`config.mk`:
```
export PLATFORM = sky130hd
export DESIGN_NAME = pwm_ramp_ctrl
export DESIGN_NICKNAME = d
export VERILOG_FILES = /design/src/rtl/pwm_ramp_ctrl.sv
export SDC_FILE = /design/constraint.sdc
export NUM_CORES = 1
export LEC_CHECK = 0
export CAP_MARGIN = 10
export CELL_PAD_IN_SITES_DETAIL_PLACEMENT = 0
export CELL_PAD_IN_SITES_GLOBAL_PLACEMENT = 1
export CORE_AREA = 2 2 146 106
export DETAILED_ROUTE_END_ITERATION = 7
export DIE_AREA = 0 0 148 108
export GPL_ROUTABILITY_DRIVEN = 0
export PLACE_DENSITY = 0.77
export REMOVE_ABC_BUFFERS = 1
export SLEW_MARGIN = 10
export SYNTH_ARGS = -nofsm -noshare
export SYNTH_HDL_FRONTEND = slang
export SYNTH_SLANG_ARGS = --single-unit
```
`constraint.sdc`:
```
create_clock -name clk -period 4.9 [get_ports clk]
set_input_delay 0.49 -clock clk [delete_from_list [all_inputs] [get_ports clk]]
set_output_delay 0.49 -clock clk [all_outputs]
set_load 0.1 [all_outputs]
```
`src/rtl/pwm_ramp_ctrl.sv`:
```
// Duty-cycle ramp sequencer feeding a 1%-resolution PWM generator.
// Steps duty toward a latched target on a tick/interval schedule.
module pwm_ramp_ctrl #(
  parameter int TICK_DIV = 125_000,
  parameter int DUTY_MAX = 100
) (
  input  logic        clk,
  input  logic        rstn,
  input  logic        start,
  input  logic [6:0]  target_duty,
  input  logic [6:0]  step,
  input  logic [15:0] step_interval,
  input  logic [13:0] freq_in,
  input  logic        abort,
  output logic [6:0]  duty_out,
  output logic [13:0] pwm_freq_out,
  output logic        busy,
  output logic        done,
  output logic        sat
);

  typedef enum logic [1:0] {
    IDLE,
    RAMP,
    FINISH
  } state_e;

  localparam int TW = (TICK_DIV > 1) ? $clog2(TICK_DIV) : 1;
  localparam logic [TW-1:0] TICK_LAST = TW'(TICK_DIV - 1);
  localparam logic [6:0] DMAX = 7'(DUTY_MAX);

  state_e        state_q, state_d;
  logic [6:0]    duty_q, duty_d;
  logic [13:0]   freq_q, freq_d;
  logic          sat_q, sat_d;
  logic [6:0]    tgt_q, tgt_d;
  logic [6:0]    stp_q, stp_d;
  logic [15:0]   ivl_q, ivl_d;
  logic [TW-1:0] tick_q, tick_d;
  logic [15:0]   icnt_q, icnt_d;

  logic          tick;
  logic [7:0]    up_sum;
  logic [7:0]    dn_diff;
  logic [6:0]    stepped;

  always_ff @(posedge clk or negedge rstn) begin
    if (!rstn) begin
      state_q <= IDLE;
      duty_q  <= '0;
      freq_q  <= '0;
      sat_q   <= 1'b0;
      tgt_q   <= '0;
      stp_q   <= 7'd1;
      ivl_q   <= 16'd1;
      tick_q  <= '0;
      icnt_q  <= '0;
    end else begin
      state_q <= state_d;
      duty_q  <= duty_d;
      freq_q  <= freq_d;
      sat_q   <= sat_d;
      tgt_q   <= tgt_d;
      stp_q   <= stp_d;
      ivl_q   <= ivl_d;
      tick_q  <= tick_d;
      icnt_q  <= icnt_d;
    end
  end

  // 8-bit intermediates so a step can never wrap past 0 or 127
  always_comb begin
    up_sum  = {1'b0, duty_q} + {1'b0, stp_q};
    dn_diff = {1'b0, duty_q} - {1'b0, stp_q};
    stepped = duty_q;
    unique case (1'b1)
      (duty_q < tgt_q):
        stepped = (up_sum >= {1'b0, tgt_q}) ? tgt_q : up_sum[6:0];
      (duty_q > tgt_q):
        stepped = (dn_diff[7] || dn_diff <= {1'b0, tgt_q})
                  ? tgt_q : dn_diff[6:0];
      default:
        stepped = duty_q;
    endcase
  end

  always_comb begin
    state_d = state_q;
    duty_d  = duty_q;
    freq_d  = freq_q;
    sat_d   = sat_q;
    tgt_d   = tgt_q;
    stp_d   = stp_q;
    ivl_d   = ivl_q;
    tick_d  = tick_q;
    icnt_d  = icnt_q;
    tick    = (tick_q == TICK_LAST);
    if (abort) begin
      state_d = IDLE;
      duty_d  = '0;
      tick_d  = '0;
      icnt_d  = '0;
    end else begin
      unique case (state_q)
        IDLE: begin
          if (start) begin
            tgt_d   = (target_duty > DMAX) ? DMAX : target_duty;
            stp_d   = (step == 7'd0) ? 7'd1 : step;
            ivl_d   = (step_interval == 16'd0) ? 16'd1 : step_interval;
            freq_d  = freq_in;
            sat_d   = (target_duty > DMAX);
            tick_d  = '0;
            icnt_d  = '0;
            state_d = (tgt_d == duty_q) ? FINISH : RAMP;
          end
        end
        RAMP: begin
          tick_d = tick ? '0 : tick_q + TW'(1);
          if (tick) begin
            if (icnt_q == ivl_q - 16'd1) begin
              icnt_d = '0;
              duty_d = stepped;
              if (stepped == tgt_q) state_d = FINISH;
            end else begin
              icnt_d = icnt_q + 16'd1;
            end
          end
        end
        FINISH: state_d = IDLE;
        default: state_d = IDLE;
      endcase
    end
  end

  always_comb begin
    duty_out     = duty_q;
    pwm_freq_out = freq_q;
    sat          = sat_q;
    busy         = (state_q == RAMP);
    done         = (state_q == FINISH);
  end

endmodule

```
==> out/results.tsv <==
stage	metric	value	unit
timing	period utilization	0.937	
timing	FMAX	0.218	GHz
floorplan	Die Span Y	108	um
timing	Final Hold Fails	0	
timing	Period minus WS final	4.59	ns
yosys	Synth async-reset ratio	1.00	
timing	RSZ-0062 raised after global routing	false	
place	post-detail-place hpwl	13300	um
timing	Fin Setup TNS	0	ns
setup_path	critical path endpoint category	flop	
clock_network	clk root buf	clkbuf_16	
yosys	Cell variety after synth	71	
clock_network	TritonCTS buffer count	9	
floorplan	Die Area	16000	sq um
yosys	Synth Flop Type	dfrtp_1	
timing	final count of negative-setup-slack endpoints	0	
layout	Nets	853	
yosys	largest family of logic cells by synthesized area	simple AND/OR/NAND/NOR gates	
drt	Vias/cell	5.84	
yosys	Synth area leaders	dfrtp_1, ha_1, mux2_2	
yosys	Synth Area in Adders	0.0839	
yosys	sequential fraction of the synthesis area	0.355	
yosys	compound-cell area share of the yosys netlist	0.167	
clock_network	hold buffers post-CTS	0	
clock_network	CTS tree	built	
drt	via count	5638	
yosys	area share of the largest cell type after synthesis	0.346	
timing	slew margin rel.	0.214	
layout	Final Core Density	0.511	
yosys	Synth Area in Simple Gates	0.225	
drt	post-DR wirelength/cell	18.2	um
global_routing	total grt overflow	0	
run	max-cap violations	0	
drt	DRT Pass-1 Iters	5	
global_routing	Total Routing Usage GR	0.224	
power	peak supply drop	0.184	mV
setup_path	Setup crit start kind	flop	
layout	Area growth, synth to finish	20.1	%
clock_network	clk sinks	87	
drt	Initial DRC Count	679	
layout	most common cell after layout, fill and taps aside	dfrtp_1	
setup_path	CP arrival	4.87	ns
yosys	Synth Warn #	0	
place	number of port buffers	71	
hold_path	Hold Path Class	input pin to async pin	
yosys	Post-synth EDFFs	0	
clock_network	Clock Tree Buf Depth	2	
setup_path	worst path required time	5.17	ns
timing	Worst Max-Slew Pin Slew	1.16	ns
floorplan	Core ar.	14400	sq um
yosys	synthesized netlist cell count	698	
global_routing	global-route wire length before repair	28100	um
floorplan	# rows	37	
global_routing	largest net degree at the start of global routing	63	
drt	Antenna Nets Post-Route	0	
layout	n_diodes	0	
global_routing	vias in the first global route	5267	
timing	Slew Limit Fails	0	
yosys	mux contribution to synthesized area	0.0578	
floorplan	top-level I/O count	72	
global_routing	initial antenna violation count	0	
clock_network	CTS H-tree depth	3	
run_status	status	finished clean	
yosys	leading area contributor after synthesis	dfrtp_1	
layout	Filler cells	1374	
yosys	flops & latches, synth	87	
layout	proportion of layout cells with a drive suffix above 1	0.0987	
drt	DRT Wirelength	17500	um
yosys	post-synthesis xor/xnor area fraction	0.0727	
yosys	Post-Syn Area	6140	sq um
power	Leakage	0.00299	uW
timing	Layout Skew	0.0135	ns
clock_network	Worst-Skew Late Latency	0.34	ns
setup_path	crit path max fanout	12	
floorplan	Die W	148	um
power	power density cells	551	nW/um^2
setup_path	worst setup path class	flop to flop	
yosys	Avg Cell Area, Syn	8.80	sq um
clock_network	CTS clk-pin slew, worst paths	0.07	ns
floorplan	Initial Util	0.425	
drt	Post-route DRC	0	
layout	most frequent cells in the layout	dfrtp_1, nor2_1, clkdlybuf4s50_1	
[kinds of logic after synthesis]
| family | Yosys count |
|---|---|
| AND/OR/NAND/NOR | 273 |
| XOR/XNOR | 51 |
| flip-flops | 87 |
| multiplexers | 32 |
| adder cells (fa/ha/maj) | 40 |
| AO/OA/AOI/OAI | 155 |
| buffers and inverters | 60 |
[report_power, final]
group / internal, uW / leakage [uW] / total, uW / switching [uW]
Clock: 412 / 0.000149 / 709 / 297
Combinational: 788 / 0.00172 / 2250 / 1470
Sequential: 897 / 0.00112 / 1100 / 203
[synthesized netlist by cell type (9+ instances only)]
cell / instances
nor2_1: 76
or3_1: 9
nor3_1: 20
nand4_1: 15
dfrtp_1: 85
xnor2_1: 29
nand3_1: 24
ha_1: 38
clkbuf_1: 20
nor4_1: 11
a21oi_1: 29
inv_1: 35
nor2b_1: 12
mux2_2: 28
nand2_1: 57
nand2b_1: 13
o211ai_1: 11
xor2_1: 22
o21ai_0: 46
[worst max-delay path, cell delays in order (launching register included)]
cell	delay (ns)
dfrtp_1	0.53
ha_1	0.51
and2_1	0.23
a221oi_1	0.32
o21ai_0	0.17
xnor2_1	0.45
ha_1	0.36
a211oi_1	0.24
o211ai_1	0.27
and3_1	0.31
a311o_1	0.35
o21ai_0	0.16
nand4bb_1	0.14
o21bai_1	0.26
mux2i_1	0.21
[per-layer routing]
layer / wire length, um / part of all wire / track usage / vias up
met5: 0 / 0 / 0 / -
met2: 7080 / 0.40 / 0.312 / 270
met1: 8600 / 0.49 / 0.343 / 2688
li1: - / - / - / 2661
met3: 1720 / 0.098 / 0.0603 / 19
met4: 146 / 0.0083 / 0.0497 / 0
[worst paths after layout]
path,startpoint,end,slack [ns],cells past startpoint
worst max register to register,duty_out[4],state_q[0],0.31,14
worst min-delay path,rstn,ivl_q[11],0.05,1
worst min register to register,sat,sat,0.50,1
worst max-delay path,duty_out[4],state_q[0],0.31,14
min in group clk,sat,sat,0.50,1
max in group asynchronous,rstn,tick_q[10],3.74,2
[metrics by stage]
stage / hold WS (ns) / total power, uW / instances / setup WS [ns] / instance area (sq um)
final: 0.0481 / 4060 / 965 / 0.306 / 7380
after global routing: 0.0616 / 4320 / 965 / 0.0374 / 7380
after CTS: 0.0459 / 4040 / 965 / 0.352 / 7370
after detailed placement: 0.415 / 3310 / 949 / 0.371 / 7070
after global placement: 0.415 / 3270 / 949 / 0.591 / 7070
after floorplan: 0.194 / 2700 / 673 / 0.316 / 6030
[registers in the layout, summed over array words and instances (netlist names)]
name	count
duty_out	7
icnt_q	16
ivl_q	16
pwm_freq_out	14
sat	1
state_q	2
stp_q	7
tgt_q	7
tick_q	17
[what timing repair did]
| item | CTS | global route |
|---|---|---|
| resized for setup | 0 | 1 |
| buffers inserted | 0 | 0 |
| endpoints found under the setup margin | 0 | 2 |
| hold endpoints to repair | 0 | 0 |
[layout make-up]
cell class              count  area, sq um  area share
flip-flops and latches     87         2180       0.295
clock inverters             6         68.8     0.00933
multi-input cells         551         3730       0.506
well taps                 195          244      0.0331
clock buffers              10          239      0.0324
inverters                  35          131      0.0178
repair buffers             81          783       0.106
(Power assumes the default switching activity.)
